==> config.mk <==
export PLATFORM = sky130hd
export DESIGN_NAME = instruction_fetch_flat
export DESIGN_NICKNAME = d
export VERILOG_FILES = /design/src/rtl/instruction_fetch_if.sv /design/src/rtl/instruction_fetch.sv /design/src/flat_wrapper.sv
export SDC_FILE = /design/constraint.sdc
export NUM_CORES = 1
export LEC_CHECK = 0
export CAP_MARGIN = 15
export CORE_AREA = 8 8 162 164
export DETAILED_ROUTE_END_ITERATION = 10
export DIE_AREA = 0 0 170 172
export DONT_BUFFER_PORTS = 1
export PLACE_DENSITY = 0.52
export SLEW_MARGIN = 20
export SYNTH_ARGS = -nofsm -noshare
export SYNTH_HDL_FRONTEND = slang
export SYNTH_SLANG_ARGS = --single-unit
==> constraint.sdc <==
create_clock -name clk_i -period 7.3 [get_ports clk_i]
set_clock_uncertainty 0.15 [all_clocks]
set_input_delay 0.73 -clock clk_i [delete_from_list [all_inputs] [get_ports clk_i]]
set_output_delay 0.73 -clock clk_i [all_outputs]
set_load 0.005 [all_outputs]
==> src/rtl/instruction_fetch_if.sv <==
// Fetch-side bus bundle: icache lookup, redirect input, and the decode handshake.
// The master modport is the fetch unit; the slave modport is the surrounding core/testbench.
interface instruction_fetch_if #(
  parameter int addr_wid  = 64,
  parameter int instr_wid = 32
);
  logic                 load_busy_i;
  logic [addr_wid-1:0]  icache_addr_o;
  logic [instr_wid-1:0] icache_instr_i;
  logic                 redirect_i;
  logic [addr_wid-1:0]  redirect_pc_i;
  logic                 instr_valid_o;
  logic                 instr_ready_i;
  logic [instr_wid-1:0] instr_o;
  logic [addr_wid-1:0]  pc_o;
  logic                 misaligned_o;
  logic [31:0]          fetch_count_o;

  modport master (
    input  load_busy_i, icache_instr_i, redirect_i, redirect_pc_i, instr_ready_i,
    output icache_addr_o, instr_valid_o, instr_o, pc_o, misaligned_o, fetch_count_o
  );

  modport slave (
    output load_busy_i, icache_instr_i, redirect_i, redirect_pc_i, instr_ready_i,
    input  icache_addr_o, instr_valid_o, instr_o, pc_o, misaligned_o, fetch_count_o
  );
endinterface

==> src/rtl/instruction_fetch.sv <==
// Single-entry instruction fetch stage: sequential PC, redirect, icache-load stall and
// misaligned-target fault. It holds one registered instruction for the decode handshake.
module instruction_fetch #(
  parameter int                  addr_wid  = 64,
  parameter int                  instr_wid = 32,
  parameter logic [addr_wid-1:0] reset_pc  = '0
) (
  input logic                 clk_i,
  input logic                 rst_i,
  instruction_fetch_if.master bus
);

  typedef enum logic [1:0] {HALT = 2'd0, RUN = 2'd1, FAULT = 2'd2} state_e;

  state_e               state_q, state_d;
  logic [addr_wid-1:0]  fetch_pc_q, fetch_pc_d;
  logic [addr_wid-1:0]  pc_q, pc_d;
  logic [instr_wid-1:0] instr_q, instr_d;
  logic                 valid_q, valid_d;
  logic                 mis_q, mis_d;
  logic [31:0]          count_q, count_d;

  always_comb begin
    state_d    = state_q;
    fetch_pc_d = fetch_pc_q;
    pc_d       = pc_q;
    instr_d    = instr_q;
    valid_d    = valid_q;
    count_d    = count_q;

    if (bus.redirect_i) begin
      // Any redirect drops the held instruction; an in-flight handshake is simply consumed.
      valid_d = 1'b0;
      if (bus.redirect_pc_i[1:0] == 2'b00) begin
        fetch_pc_d = bus.redirect_pc_i;
        state_d    = (state_q == HALT) ? HALT : RUN;
      end else begin
        state_d = FAULT;
      end
    end else if (bus.load_busy_i) begin
      if (state_q == RUN) begin
        state_d = HALT;
        valid_d = 1'b0;
      end
    end else begin
      unique case (state_q)
        HALT: begin
          state_d = RUN;
          valid_d = 1'b0;
        end
        RUN: begin
          if (!valid_q || bus.instr_ready_i) begin
            instr_d    = bus.icache_instr_i;
            pc_d       = fetch_pc_q;
            valid_d    = 1'b1;
            fetch_pc_d = fetch_pc_q + addr_wid'(4);
            count_d    = count_q + 32'd1;
          end
        end
        FAULT: valid_d = 1'b0;
        default: begin
          state_d = HALT;
          valid_d = 1'b0;
        end
      endcase
    end

    mis_d = (state_d == FAULT);
  end

  always_ff @(posedge clk_i or posedge rst_i) begin
    if (rst_i) begin
      state_q    <= HALT;
      fetch_pc_q <= reset_pc;
      pc_q       <= '0;
      instr_q    <= '0;
      valid_q    <= 1'b0;
      mis_q      <= 1'b0;
      count_q    <= '0;
    end else begin
      state_q    <= state_d;
      fetch_pc_q <= fetch_pc_d;
      pc_q       <= pc_d;
      instr_q    <= instr_d;
      valid_q    <= valid_d;
      mis_q      <= mis_d;
      count_q    <= count_d;
    end
  end

  assign bus.icache_addr_o = fetch_pc_q;
  assign bus.instr_valid_o = valid_q;
  assign bus.instr_o       = instr_q;
  assign bus.pc_o          = pc_q;
  assign bus.misaligned_o  = mis_q;
  assign bus.fetch_count_o = count_q;

endmodule

==> src/flat_wrapper.sv <==
// flat-port wrapper written by rule: the top's interface ports become plain ports
module instruction_fetch_flat 
#(
  parameter int                  addr_wid  = 64,
  parameter int                  instr_wid = 32,
  parameter logic [addr_wid-1:0] reset_pc  = '0
)
  (clk_i, rst_i, bus_load_busy_i, bus_icache_instr_i, bus_redirect_i, bus_redirect_pc_i, bus_instr_ready_i, bus_icache_addr_o, bus_instr_valid_o, bus_instr_o, bus_pc_o, bus_misaligned_o, bus_fetch_count_o);
  instruction_fetch_if #(.addr_wid(addr_wid), .instr_wid(instr_wid)) bus_i ();
  input logic clk_i;
  input logic rst_i;
  input wire logic [$bits(bus_i.load_busy_i)-1:0] bus_load_busy_i;
  input wire logic [$bits(bus_i.icache_instr_i)-1:0] bus_icache_instr_i;
  input wire logic [$bits(bus_i.redirect_i)-1:0] bus_redirect_i;
  input wire logic [$bits(bus_i.redirect_pc_i)-1:0] bus_redirect_pc_i;
  input wire logic [$bits(bus_i.instr_ready_i)-1:0] bus_instr_ready_i;
  output wire logic [$bits(bus_i.icache_addr_o)-1:0] bus_icache_addr_o;
  output wire logic [$bits(bus_i.instr_valid_o)-1:0] bus_instr_valid_o;
  output wire logic [$bits(bus_i.instr_o)-1:0] bus_instr_o;
  output wire logic [$bits(bus_i.pc_o)-1:0] bus_pc_o;
  output wire logic [$bits(bus_i.misaligned_o)-1:0] bus_misaligned_o;
  output wire logic [$bits(bus_i.fetch_count_o)-1:0] bus_fetch_count_o;
  assign bus_i.load_busy_i = bus_load_busy_i;
  assign bus_i.icache_instr_i = bus_icache_instr_i;
  assign bus_i.redirect_i = bus_redirect_i;
  assign bus_i.redirect_pc_i = bus_redirect_pc_i;
  assign bus_i.instr_ready_i = bus_instr_ready_i;
  assign bus_icache_addr_o = bus_i.icache_addr_o;
  assign bus_instr_valid_o = bus_i.instr_valid_o;
  assign bus_instr_o = bus_i.instr_o;
  assign bus_pc_o = bus_i.pc_o;
  assign bus_misaligned_o = bus_i.misaligned_o;
  assign bus_fetch_count_o = bus_i.fetch_count_o;
  instruction_fetch #(.addr_wid(addr_wid), .instr_wid(instr_wid), .reset_pc(reset_pc)) u_core (.clk_i(clk_i), .rst_i(rst_i), .bus(bus_i));
endmodule
==> key figures, run 1 <==
Outcome
  – Status: finished clean

Clocking
  – CTS Hold Bufs: 0
  – Num CTS Buffers: 17
  – Post-CTS setup buffers: 0
  – Reg clk slew, reported paths: 80 ps
  – Root buffer cell: clkbuf_16
  – Post-CTS Resized: 0
  – Clk sinks: 196
  – H-tree levels: 4
  – CTS tree: done
  – Clock latency on the worst-skew pair: 450 ps
  – Clk buf depth: 2

Yosys
  – Synth top area share: 52.9%
  – Largest family of logic cells by synthesized area: simple AND/OR/NAND/NOR gates
  – Net Count, Synth: 1156
  – Yosys reg bits: 196
  – Post-synth ARST share: 100%
  – Synth Flop Type: dfrtp_1
  – Mapped Cells: 1053
  – Number of library cell types mapped by synthesis: 59
  – Yosys warns: 0
  – Simple-gate share of the synthesized area: 28.3%
  – Xor/xnor share of the synthesized area: 2.93%
  – Adder-Cell Fraction of Synth Area: 0.270%
  – Post-synth EDFFs: 0
  – Cell accounting for the most synthesized area: dfrtp_1
  – Sequential share of the synthesized area: 52.9%
  – Ranking of synthesized cells by area: dfrtp_1, nand2_1, a21oi_1, nand3_1, o21ai_0
  – Multiplexer share of the synthesized area: 1.42%
  – Mean Syn Cell Area: 8.80 µm²
  – Mapped Area: 9270 µm²
  – Compound-cell area share of the yosys netlist: 11.2%

Global route
  – Largest net degree at the start of global routing: 135
  – Initial antenna violation count: 6
  – Vias in the first global route: 7355
  – Gr usage total: 20.2%
  – First-pass GRT wire length: 45700 µm
  – Grt ovf: 0

Timing
  – Post-route clock period utilization: 46.0%
  – Setup TNS: 0 ps
  – Relative slew slack: 30.9%
  – Setup-failing EPs final: 0
  – Final Max Tran Viols: 0
  – Final hold violations: 0
  – RSZ-0062 raised after global routing: false
  – Minimum clock period after layout: 3360 ps
  – Max Clock Freq: 0.298 GHz
  – Slew @ Worst Pin: 1040 ps

Setup path
  – CP max FO: 43
  – Setup crit end: u_core.bus.icache_addr_o[61]
  – Reg2Reg Depth: 7
  – CP startpoint: u_core.state_q[1]
  – Startpoint types: flop
  – Flop-to-flop setup slack: 3940 ps
  – Worst r2r src: u_core.state_q[1]
  – Kind of critical path: flop to flop
  – Data required, critical path: 7530 ps
  – Worst Path Arrival: 3590 ps
  – Reg-to-reg endpoint: u_core.bus.icache_addr_o[61]
  – Setup crit end kind: flop

Hold path
  – Worst hold path class: input pin to async pin

Pwr
  – IR drop worst, VDD: 115 µV
  – PD cells: 283 nW/µm²
  – Leak Pwr: 4.56 nW

Cells and area
  – Share of cells above drive strength 1: 6.25%
  – Most frequent cells in the layout: nand2_1, dfrtp_1, a21oi_1
  – Most common cell after layout, fill and taps aside: nand2_1
  – Nets: 1130
  – Final cell count without fillers: 1367
  – Area grow syn2layout: 9.49%

Floorplan
  – Die Area: 29200 µm²
  – Num rows: 57
  – Initial core utilization: 38.9%
  – Die extent in x: 170 µm
  – Area of the core: 23800 µm²
  – I/O pin cnt: 295
  – DIE HEIGHT: 172 µm

Route
  – Post-Route WL: 30100 µm
  – # DRC: 0
  – Via density per instance: 5.55
  – Via count: 7591
  – Remaining antenna violation count: 0
  – Initial DRC count: 642
  – Initial DRT Pass Iterations: 5
  – Avg WL per Cell: 22.0 µm

Placed design
  – Routability congestion estimate: 0.779
  – Hpwl dp: 20900 µm
  – Cell total after placement: 1332
  – Port Buffers: 0

Run
  – Max_cap viols: 0
final cells by class:
| type | instances | area [µm²] |
|---|---|---|
| inverter | 14 | 60.1 |
| multi-input combinational | 788 | 4110 |
| fill | 2390 | 13700 |
| clock buffer | 19 | 443 |
| timing repair buffer | 10 | 75.1 |
| sequential | 196 | 4900 |
| tap | 324 | 405 |
| clock inverter | 13 | 143 |
| antenna | 3 | 7.51 |
sequential cells by signal, indices dropped and copies added (netlist names):
signal,flops
u_core.bus.fetch_count_o,32
u_core.bus.icache_addr_o,64
u_core.bus.misaligned_o,1
u_core.bus.pc_o,64
u_core.bus.instr_valid_o,1
u_core.state_q,2
u_core.bus.instr_o,32
metrics by stage:
| stage | area (µm²) | utilization, % | hold WS [ps] | power, mW | setup WS (ps) |
|---|---|---|---|---|---|
| 3_3_place_gp | 9550 | 40.1 | 344 | 1.95 | 3520 |
| 2_1_floorplan | 9270 | - | 313 | 1.79 | 1080 |
| 6_report | 10100 | 42.6 | 182 | 2.87 | 3940 |
| 3_5_place_dp | 9550 | 40.1 | 349 | 1.96 | 3520 |
| 5_1_grt | 10100 | 42.6 | 198 | 3.04 | 3700 |
| 4_1_cts | 10100 | 42.6 | 202 | 2.92 | 3900 |
synth_stat cells (all sizes together) (12+ instances only):
cell type  number
a21oi          57
o22ai          28
or3            12
nand4          30
clkbuf         45
nand3          54
o21ai          47
nor2           51
and3           16
nand2         330
xnor2          21
inv            13
mux2i          12
dfrtp         196
nor3           30
per-layer routing:
metal	up-vias	wire [µm]	part of all wire [%]	global-route usage, %
met3	30	2720	9.0	6.78
met5	-	45	0.15	0
met4	6	408	1.4	5.45
met2	266	13900	46	31.8
li1	3606	-	-	-
met1	3683	13000	43	26.3
critical path, stage by stage (launching register included):
cell and delay [ps]:
dfrtp_1 430, or3b_4 440, or3_4 520, nand2_2 660, buf_4 510, nand3_1 120
nor4_1 270, o32a_1 180
cell families (layout without fill, tap and decap cells):
family,after synthesis,in the layout
AND/OR/NAND/NOR,567,567
flip-flops,196,196
AO/OA/AOI/OAI,175,175
buffers and inverters,69,56
XOR/XNOR,31,31
multiplexers,13,13
adder cells (fa/ha/maj),2,2
other,0,3
how the worst min path moves through the flow:
stage                           start                           end  slack [ps]  cells past startpoint
2_1_floorplan     u_core.bus.pc_o[61]           u_core.bus.pc_o[61]         310                      2
3_3_place_gp   u_core.bus.instr_o[29]        u_core.bus.instr_o[29]         340                      2
3_5_place_dp      u_core.bus.pc_o[25]           u_core.bus.pc_o[25]         350                      2
4_1_cts                bus_redirect_i      u_core.bus.instr_valid_o         200                      1
5_1_grt                bus_redirect_i      u_core.bus.instr_valid_o         200                      1
6_report                        rst_i  u_core.bus.fetch_count_o[27]         180                      1
report_power, final:
| part | internal (mW) | switching, mW |
|---|---|---|
| clock network | 0.468 | 0.479 |
| registers | 1.30 | 0.288 |
| logic | 0.135 | 0.200 |
| total | 1.90 | 0.967 |
Power figures use the tool's default switching activity.
==> run 2: changes to the inputs <==
--- a/config.mk
+++ b/config.mk
@@ -10,7 +10,7 @@
 export DETAILED_ROUTE_END_ITERATION = 10
 export DIE_AREA = 0 0 170 172
 export DONT_BUFFER_PORTS = 1
-export PLACE_DENSITY = 0.52
+export PLACE_DENSITY = 0.54
 export SLEW_MARGIN = 20
 export SYNTH_ARGS = -nofsm -noshare
 export SYNTH_HDL_FRONTEND = slang
==> constraint.sdc (replaced) <==
create_clock -name clk_i -period 2.75 [get_ports clk_i]
set_clock_uncertainty 0.15 [all_clocks]
set_input_delay 0.275 -clock clk_i [delete_from_list [all_inputs] [get_ports clk_i]]
set_output_delay 0.275 -clock clk_i [all_outputs]
set_load 0.005 [all_outputs]
==> run 2 against run 1 <==
  * Worst hold slack lost 170 ps
  * Fmax grew 30%
  * Setup slack lost 3800 ps
  * Final area grew 13%
  * Sequential cell count is the same
  * Critical path type unchanged
==> key figures, run 2 (synthesized netlist as in run 1, its figures left out) <==
Cells and area
  – Nets: 1264
  – Most frequent cells in the layout: nand2_1, dfrtp_1, dlygate4sd3_1
  – Fill count: 2255
  – Most common cell after layout, fill and taps aside: nand2_1
  – Area grow syn2layout: 24.2%
  – Antenna Cells: 0
  – Share of cells above drive strength 1: 9.37%

Timing
  – Relative slew slack: 44.1%
  – Final Max Tran Viols: 0
  – Post-route clock period utilization: 93.7%
  – Setup WS post-layout: 174 ps
  – RSZ-0062 raised after global routing: false
  – Minimum clock period after layout: 2580 ps
  – Setup-failing EPs final: 0
  – Slew @ Worst Pin: 838 ps
  – Max Clock Freq: 0.388 GHz
  – Final hold violations: 0

Pwr
  – Net Sw Power: 2.64 mW
  – Switch share: 32.8%
  – Int Power: 5.41 mW
  – Pwr Total: 8.05 mW
  – Leak Pwr: 5.21 nW
  – Clk pwr share: 33.7%
  – Comb power frac: 15.2%
  – Sequential Power Share: 51.1%
  – IR drop worst, VDD: 330 µV
  – PD cells: 700 nW/µm²

Floorplan
  – Initial core utilization: 38.9%
  – Num rows: 57
  – I/O pin cnt: 295
  – Die Area: 29200 µm²
  – Die extent in x: 170 µm
  – DIE HEIGHT: 172 µm
  – Area of the core: 23800 µm²

Clocking
  – Post-CTS setup buffers: 0
  – Clock latency on the worst-skew pair: 440 ps
  – Clk buf depth: 2
  – Num CTS Buffers: 17
  – Root buffer cell: clkbuf_16
  – Clk sinks: 196
  – Reg clk slew, reported paths: 80 ps
  – H-tree levels: 4
  – CTS tree: done

Setup path
  – Worst r2r src: u_core.state_q[1]
  – Data required, critical path: 2930 ps
  – Reg-to-reg endpoint: u_core.bus.icache_addr_o[57]
  – CP max FO: 17
  – Kind of critical path: flop to flop
  – Reg2Reg Depth: 6
  – Worst Path Arrival: 2760 ps
  – Startpoint types: flop
  – Setup crit end kind: flop
  – Flop-to-flop setup slack: 170 ps

Route
  – Via count: 8146
  – Initial DRC count: 645
  – Post-Route WL: 31300 µm
  – Remaining antenna violation count: 0
  – Via density per instance: 5.44
  – Initial DRT Pass Iterations: 7
  – Avg WL per Cell: 20.9 µm
  – # DRC: 0

Placed design
  – Port Buffers: 0
  – Routability congestion estimate: 0.813
  – Hpwl dp: 21900 µm
  – Setup WS pre-CTS: 97.4 ps

Hold path
  – Hold path endpoint: u_core.bus.icache_addr_o[58]
  – Worst hold path class: input pin to flop
  – Hold Path Cell Cnt: 3
  – Hold Path Origin: bus_redirect_pc_i[58]

Global route
  – Grt ovf: 0
  – Met3 global-route usage: 5.87%
  – Initial antenna violation count: 2
  – Met1 Use GR: 27.3%
  – Gr usage total: 21.2%
  – Grt peak-use layer: met2
  – Largest net degree at the start of global routing: 133
  – First-pass GRT wire length: 48600 µm
  – Vias in the first global route: 8124
  – Routing usage on met2: 34.6%

Outcome
  – Status: finished clean

Run
  – Max_cap viols: 0
==> run 2: layout make-up <==
class | instances | area [µm²] | share of cell area, %
flip-flops and latches | 196 | 4900 | 42.6
multi-input cells | 788 | 4120 | 35.8
repair buffers | 144 | 1370 | 11.9
clock buffers | 18 | 439 | 3.82
well taps | 324 | 405 | 3.52
clock inverters | 14 | 208 | 1.80
inverters | 14 | 56.3 | 0.489
==> run 2: routing by layer <==
layer	wire, µm	up-vias
met1	13200	3926
met4	574	4
met5	23	-
met3	2630	42
met2	14900	313
li1	-	3861
==> run 2: through the flow <==
stage               util (%)  instance area, µm²  setup TNS, ps  hold slack, ps  std cells
finish                  48.3               11500              0            13.9       1498
global route            48.3               11500              0            23.9       1498
CTS                     48.3               11500              0           0.936       1498
detailed placement      41.6                9920              0             205       1374
global placement        41.6                9920              0             208       1374
floorplan                  -                9270         -40650             230       1053
==> run 2: worst max-delay path by stage <==
stage | start | to | slack (ps) | cells past startpoint
after floorplan | rst_i | u_core.bus.fetch_count_o[0] | -210 | 1
after global placement | u_core.bus.icache_addr_o[28] | u_core.bus.icache_addr_o[63] | 80 | 7
after detailed placement | u_core.bus.icache_addr_o[28] | u_core.bus.icache_addr_o[63] | 100 | 7
after CTS | u_core.bus.icache_addr_o[28] | u_core.bus.icache_addr_o[63] | 60 | 7
after global routing | u_core.bus.icache_addr_o[3] | u_core.bus.icache_addr_o[58] | 10 | 9
final | u_core.state_q[1] | u_core.bus.icache_addr_o[57] | 170 | 6
==> run 2: worst max-delay path, stage by stage, from the launching register on <==
cell and delay, ps:
dfrtp_1 420, or3b_4 440, or3_4 520, nor4b_2 520
nand3_1 160, mux2i_1 140, o21a_1 110
==> run 2: power by group through the flow <==
stage / clock network [mW] / registers [mW] / logic, mW
final: 2.71 / 4.12 / 1.22
after global routing: 2.89 / 4.21 / 1.41
after CTS: 2.79 / 4.14 / 1.24
after detailed placement: 0 / 4.19 / 1.10
after global placement: 0 / 4.19 / 1.08
after floorplan: 0 / 3.97 / 0.782
==> run 2: timing repair <==
item | in CTS | in global routing
resized for setup | 0 | 2
hold buffers | 92 | 0
endpoints found under the setup margin | 0 | 1
hold endpoints to repair | 297 | 0
